--- src/rtl/freqdiv_prog_if.sv ---
// freqdiv_prog_if: control and output bundle for the programmable clock divider.
//   en[NCH]        per-channel count enable
//   mode[NCH]      per-channel output mode (0 = toggle clock, 1 = pulse)
//   div_wr[NCH]    per-channel divisor write strobe
//   div_val[CNT_W] divisor value shared by all channels
//   sync_restart   phase realignment of every channel
//   clk_out[NCH]   divided output per channel
//   tick[NCH]      one-cycle strobe at each terminal count
//   div_pend[NCH]  written divisor waiting for the next terminal count
// master = controller side, slave = divider side.
interface freqdiv_prog_if #(
    parameter int CNT_W = 27,
    parameter int NCH   = 2
);
    logic [NCH-1:0]   en;
    logic [NCH-1:0]   mode;
    logic [NCH-1:0]   div_wr;
    logic [CNT_W-1:0] div_val;
    logic             sync_restart;
    logic [NCH-1:0]   clk_out;
    logic [NCH-1:0]   tick;
    logic [NCH-1:0]   div_pend;

    modport master (
        output en, mode, div_wr, div_val, sync_restart,
        input  clk_out, tick, div_pend
    );

    modport slave (
        input  en, mode, div_wr, div_val, sync_restart,
        output clk_out, tick, div_pend
    );
endinterface

--- src/rtl/freqdiv_prog.sv ---
// freqdiv_prog: runtime-programmable multi-channel clock divider / tick generator.
// Each channel counts q from 0 up to its active divisor dv; the edge where
// q == dv (while enabled) is the terminal edge. Divisor writes during an
// enabled, non-terminal edge are parked in a shadow register and applied at
// the next terminal edge so the running period is never cut short.
// Ports:
//   clk    system clock, all logic on posedge
//   rst_n  synchronous active-low reset
//   bus    freqdiv_prog_if slave modport (controls in, clk_out/tick/div_pend out)
module freqdiv_prog #(
    parameter int CNT_W       = 27,
    parameter int NCH         = 2,
    parameter int DEFAULT_DIV = 17500000
) (
    input  logic          clk,
    input  logic          rst_n,
    freqdiv_prog_if.slave bus
);
    localparam logic [CNT_W-1:0] DIV_RST = CNT_W'(DEFAULT_DIV);
    localparam logic [CNT_W-1:0] ONE     = CNT_W'(1);

    logic [NCH-1:0] co_v;
    logic [NCH-1:0] tk_v;
    logic [NCH-1:0] pend_v;

    for (genvar i = 0; i < NCH; i++) begin : g_ch
        logic [CNT_W-1:0] q;
        logic [CNT_W-1:0] dv;
        logic [CNT_W-1:0] sh;
        logic             pend;
        logic             co;
        logic             tk;
        logic             term;

        assign term = bus.en[i] && (q == dv);

        always_ff @(posedge clk) begin
            if (!rst_n) begin
                q    <= '0;
                dv   <= DIV_RST;
                sh   <= DIV_RST;
                pend <= 1'b0;
                co   <= 1'b0;
                tk   <= 1'b0;
            end else if (bus.sync_restart) begin
                q  <= '0;
                co <= 1'b0;
                tk <= 1'b0;
                // A same-cycle write supersedes any parked value.
                if (bus.div_wr[i]) begin
                    dv   <= bus.div_val;
                    pend <= 1'b0;
                end else if (pend) begin
                    dv   <= sh;
                    pend <= 1'b0;
                end
            end else if (!bus.en[i]) begin
                tk <= 1'b0;
                if (bus.mode[i]) begin
                    co <= 1'b0;
                end
                // Idle channel: apply immediately and restart the count so
                // q can never sit above the new divisor.
                if (bus.div_wr[i]) begin
                    dv   <= bus.div_val;
                    q    <= '0;
                    pend <= 1'b0;
                end
            end else if (term) begin
                q  <= '0;
                tk <= 1'b1;
                co <= bus.mode[i] ? 1'b1 : ~co;
                if (bus.div_wr[i]) begin
                    dv   <= bus.div_val;
                    pend <= 1'b0;
                end else if (pend) begin
                    dv   <= sh;
                    pend <= 1'b0;
                end
            end else begin
                q  <= q + ONE;
                tk <= 1'b0;
                if (bus.mode[i]) begin
                    co <= 1'b0;
                end
                if (bus.div_wr[i]) begin
                    sh   <= bus.div_val;
                    pend <= 1'b1;
                end
            end
        end

        assign co_v[i]   = co;
        assign tk_v[i]   = tk;
        assign pend_v[i] = pend;
    end

    assign bus.clk_out  = co_v;
    assign bus.tick     = tk_v;
    assign bus.div_pend = pend_v;
endmodule

--- src/flat_wrapper.sv ---
// flat-port wrapper written by rule: the top's interface ports become plain ports
module freqdiv_prog_flat 
#(
    parameter int CNT_W       = 27,
    parameter int NCH         = 2,
    parameter int DEFAULT_DIV = 17500000
)
  (clk, rst_n, bus_en, bus_mode, bus_div_wr, bus_div_val, bus_sync_restart, bus_clk_out, bus_tick, bus_div_pend);
  freqdiv_prog_if #(.CNT_W(CNT_W), .NCH(NCH)) bus_i ();
  input  logic clk;
  input  logic rst_n;
  input wire logic [$bits(bus_i.en)-1:0] bus_en;
  input wire logic [$bits(bus_i.mode)-1:0] bus_mode;
  input wire logic [$bits(bus_i.div_wr)-1:0] bus_div_wr;
  input wire logic [$bits(bus_i.div_val)-1:0] bus_div_val;
  input wire logic [$bits(bus_i.sync_restart)-1:0] bus_sync_restart;
  output wire logic [$bits(bus_i.clk_out)-1:0] bus_clk_out;
  output wire logic [$bits(bus_i.tick)-1:0] bus_tick;
  output wire logic [$bits(bus_i.div_pend)-1:0] bus_div_pend;
  assign bus_i.en = bus_en;
  assign bus_i.mode = bus_mode;
  assign bus_i.div_wr = bus_div_wr;
  assign bus_i.div_val = bus_div_val;
  assign bus_i.sync_restart = bus_sync_restart;
  assign bus_clk_out = bus_i.clk_out;
  assign bus_tick = bus_i.tick;
  assign bus_div_pend = bus_i.div_pend;
  freqdiv_prog #(.CNT_W(CNT_W), .NCH(NCH), .DEFAULT_DIV(DEFAULT_DIV)) u_core (.clk(clk), .rst_n(rst_n), .bus(bus_i));
endmodule
--- config.mk ---
export PLATFORM = sky130hd
export DESIGN_NAME = freqdiv_prog_flat
export DESIGN_NICKNAME = d
export VERILOG_FILES = /design/src/rtl/freqdiv_prog_if.sv /design/src/rtl/freqdiv_prog.sv /design/src/flat_wrapper.sv
export SDC_FILE = /design/constraint.sdc
export NUM_CORES = 1
export LEC_CHECK = 0
export BUFFER_PORTS_ARGS = -buffer_cell sky130_fd_sc_hd__buf_2
export CORE_MARGIN = 3
export CORE_UTILIZATION = 45
export CTS_CLUSTER_DIAMETER = 100
export DETAILED_ROUTE_END_ITERATION = 10
export HOLD_SLACK_MARGIN = 0.1
export PLACE_DENSITY = 0.65
export REMOVE_ABC_BUFFERS = 1
export SYNTH_ARGS = -nofsm -noshare
export SYNTH_HDL_FRONTEND = slang
export SYNTH_SLANG_ARGS = --single-unit
--- constraint.sdc ---
create_clock -name clk -period 1.8 [get_ports clk]
set_input_delay 0 -clock clk [delete_from_list [all_inputs] [get_ports clk]]
set_output_delay 0 -clock clk [all_outputs]
set_load 0.1 [all_outputs]
==> flow_results.org <==
** Clock network
- CTS placed an instance of clkbuf_16 at the clock tree root.
- H-tree depth :: 4
- The longest clock path from root to sink contains 2 buffers.
- Clk_lat worst skew :: 0.44 ns
- Number of clock buffers inserted by TritonCTS :: 17
- For this design, the sink count on the clock tree is 168.
- Post-CTS clock slew at the launch and capture registers of the worst setup and hold paths :: 0.06 ns
- TritonCTS built the clock tree.

** Floorplanning
- The floorplan step defined a core boundary enclosing 18,300 sq um.
- Placement Rows :: 49
- Die extent in x :: 144 um
- From bottom edge to top edge, the die measures 144 um.
- The initial utilization of the core area, before any placement, comes to 0.466.
- The die covers 20,700 sq um.
- Number of I/O pins :: 42

** Status
- Status :: complete, but fails checks
- The final reports fail on negative setup slack.

** STA
- For this run, the top clock speed supported by timing is 0.483 GHz.
- Setup violations remaining at the end of the flow were counted as 166.
- Final worst path period share :: 1.15
- The number of pins exceeding their max-slew limit in the final report was 0.
- Setup repair after global routing could not meet its margin everywhere.
- After layout, the minimum clock period comes to 2.07 ns.
- On the final layout, the worst clock skew is 0.0126 ns.
- Max-slew headroom :: 0.546
- Measured slew at the worst slew-check pin :: 0.680 ns
- The number of hold violations in the final report was 0.
- On the final layout, the worst hold slack is 0.289 ns.
- Fin worst setup slack :: -0.270 ns

** Synthesis
- Main combinational cell family by area after synthesis :: simple AND/OR/NAND/NOR gates
- Of the total synthesized cell area, the portion taken by AND, OR, NAND and NOR gates is 0.228.
- Synthesis inferred 168 register bits.
- The synthesized design contains 0 enable-type register cells.
- Of the total synthesized cell area, the portion taken by XOR and XNOR cells is 0.0738.
- Most used DFF post-synth :: dfxtp_1
- Average size of a mapped cell :: 8.21 sq um
- Yosys printed 0 warnings.
- For this run, the register share of the synthesized area comes to 0.393.
- The complex-gate fraction of the synthesized area is 0.119.
- Synth unique cells :: 55
- Measured against the total synthesized area, the mux share comes to 0.131.
- After synthesis, the share of flip-flops with an asynchronous set or reset is 0.
- In this run the cell area of the synthesized design comes to 8550 sq um.
- Adder-Cell Fraction of Synth Area :: 0.00293
- Counting every instance in the synthesized netlist gives 1,041.

** Place
- The congestion estimate from routability-driven global placement came to 0.904.
- The HPWL after detailed placement is 15,900 um.
- Port Buf Inserts :: 41

** Routing
- Detailed-routing iteration count for the pre-antenna-repair pass :: 8
- Ratio of routed vias to standard cells :: 5.58
- After detailed routing, the number of remaining DRC violations is 0.
- The routed layout has 8,509 vias.
- Per-cell routed wire length :: 17.6 um
- After the first detailed-routing iteration, the DRC count stood at 709.
- The detail route stage leaves a number of antenna-violating nets equal to 0.
- Summed over all layers, the routed wires come to 26,800 um.

** Power and ir drop
- VDD sags by at most 0.718 mV.
- Dividing total power by cell area gives a power density of 713 nW/um^2.
- For this design the static power due to leakage is 5.04 nW.

** Final layout
- The top cell types in the final layout, fill and taps aside, are 195 x nand2_1, 159 x buf_4, 124 x dfxtp_1, 108 x mux2i_1, 84 x nand3_1.
- Number of nets in the finished design :: 1,322
- Compared with the post-synthesis result, the final layout area differs by 46.7%.
- Fill cell instance count of the final layout :: 1,309
- Across the whole layout, storage elements account for 3430 sq um.
- Of the cells placed in the final design, the portion with a size suffix greater than 1 is 0.343.
- Commonest non-fill, non-tap cell in the layout :: nand2_1
- Final cell utilization of the core :: 0.684
- Diode count :: 0
- Multi-input combinational cell area :: 5440 sq um

** Worst setup path
- At the worst endpoint, the required time is 2.11 ns.
- Type of destination of the critical path :: flip-flop
- For the worst setup path, the data arrival time is 2.38 ns.
- On the worst path, the slowest cell contributes a delay of 0.37 ns.
- Slowest library cell on the worst path :: nor4_4
- Cell Chain, Critical Path :: xnor2_2, nand4_1, nor4_4, buf_4, buf_6, a211oi_4, a21o_1, a22o_1
- Worst path bufs/invs :: 2
- Kind of start point of the critical path :: flip-flop
- Critical Setup Path Class :: flip-flop to flip-flop
- Critical Path Fanout Max :: 7
- Largest delay contributor family on the critical path :: simple AND/OR/NAND/NOR gates

** GRT
- Number of global-route vias before repair :: 8,029
- First-pass GRT wire length :: 40,400 um
- Number of antenna violations at the first check in global routing :: 0
- Entering global routing, the biggest net connects 163 pins.
- Overflow left after global routing :: 0
- Overall track demand over capacity in global routing :: 0.248

** Min path
- Classification of the worst-slack hold path :: input pin to flip-flop

** Job
- Max-cap violations :: 0
==> worst paths after layout <==
check,from,endpoint,slack (ns),depth (start not counted)
hold reg to reg,u_core.g_ch[1].sh[13]$_SDFFE_PN0P_,u_core.g_ch[1].sh[13]$_SDFFE_PN0P_,0.46,2
setup reg to reg,u_core.g_ch[1].q[21]$_SDFFE_PP0P_,u_core.g_ch[1].q[17]$_SDFFE_PP0P_,-0.27,8
setup / recovery,u_core.g_ch[1].q[21]$_SDFFE_PP0P_,u_core.g_ch[1].q[17]$_SDFFE_PP0P_,-0.27,8
hold / removal,rst_n,u_core.g_ch[0].dv[19]$_SDFFE_PN1P_,0.29,4
==> what timing repair did <==
| action | CTS | global route |
|---|---|---|
| hold buffers | 33 | 0 |
| gates resized for setup | 154 | 153 |
| hold endpoints to repair | 119 | 0 |
| setup endpoints to repair | 166 | 168 |
| gates cloned | 13 | 3 |
| setup buffers | 26 | 22 |
| pin swaps | 49 | 47 |
==> power breakdown <==
group	total, mW	internal [mW]	switching, mW
registers	3.98	3.86	0.119
clock network	3.56	2.07	1.49
logic	1.40	0.706	0.697
==> layout make-up <==
cell class / instances / share of cell area
Timing Repair Buffer: 301 / 0.222
Clock buffer: 23 / 0.0365
Inverter: 13 / 0.00389
Tap cell: 229 / 0.0228
Multi-Input combinational cell: 783 / 0.433
Clock inverter: 8 / 0.00788
Sequential cell: 168 / 0.274
==> registers in the layout (all words and copies together) (netlist names) <==
name	flops
u_core.g_ch.q	54
u_core.g_ch.sh	54
u_core.g_ch.dv	54
u_core.g_ch.tk	2
u_core.g_ch.pend	2
u_core.g_ch.co	2
==> cells in the mapped netlist (2+ instances only) <==
cell type  instances  share of area
buf_2             16         0.0094
and2_1             4         0.0029
clkbuf_2           6         0.0035
and3_1            14          0.010
mux2i_1          112           0.13
a21oi_1           19          0.011
a211oi_1           3         0.0026
xnor2_1           62          0.064
dfxtp_1          168           0.39
a311o_1            3         0.0035
nand2b_1           2         0.0015
nand4_1           22          0.016
a211o_1            3         0.0031
buf_6              3         0.0040
inv_1             13         0.0057
nor4_4             2         0.0050
o31ai_1            3         0.0026
a221o_1            3         0.0035
a21o_1             5         0.0044
buf_1              4         0.0018
ha_1               2         0.0029
a31oi_1            2         0.0015
and4_1             3         0.0031
nand2_1          200          0.088
xor2_1            10          0.010
o21bai_1           3         0.0026
nor3_1             8         0.0047
buf_4             13          0.011
nor2b_1            5         0.0037
a22o_1             5         0.0051
nor2_1            49          0.022
nor4_1             3         0.0022
clkbuf_1          36          0.016
o21ai_0          116          0.068
nand3_1           97          0.057
o311ai_0           3         0.0031
==> layer usage <==
layer	routed length, um	track usage	vias up
li1	-	-	4116
met1	11800	0.342	4049
met2	12400	0.385	288
met3	1730	0.0522	56
met4	822	0.0887	0
met5	0	0	-
==> stage by stage <==
| step | power, mW | worst slack (ns) | TNS (ns) | instances | area (sq um) |
|---|---|---|---|---|---|
| floorplan | 4.57 | -2.31 | -122.19 | 963 | 8160 |
| global placement | 5.08 | -0.259 | -19.16 | 1414 | 10200 |
| detailed placement | 5.10 | -0.298 | -21.89 | 1414 | 10200 |
| CTS | 8.89 | -0.223 | -17.14 | 1514 | 12000 |
| global route | 9.30 | -0.343 | -38.24 | 1525 | 12500 |
| finish | 8.94 | -0.270 | -26.09 | 1525 | 12500 |
==> logic make-up after synthesis <==
group           Yosys count
compound gates          176
xor+xnor                 72
fa+ha+maj                 2
buf+inv                  91
flops                   168
mux                     112
simple gates            420
==> worst min-delay path, delay by kind of cell <==
family / cells / cell delay (ns)
buffers and inverters: 3 / 0.55
and+or+nand+nor: 1 / 0.11
No activity file was read; power rests on OpenSTA's default activity.
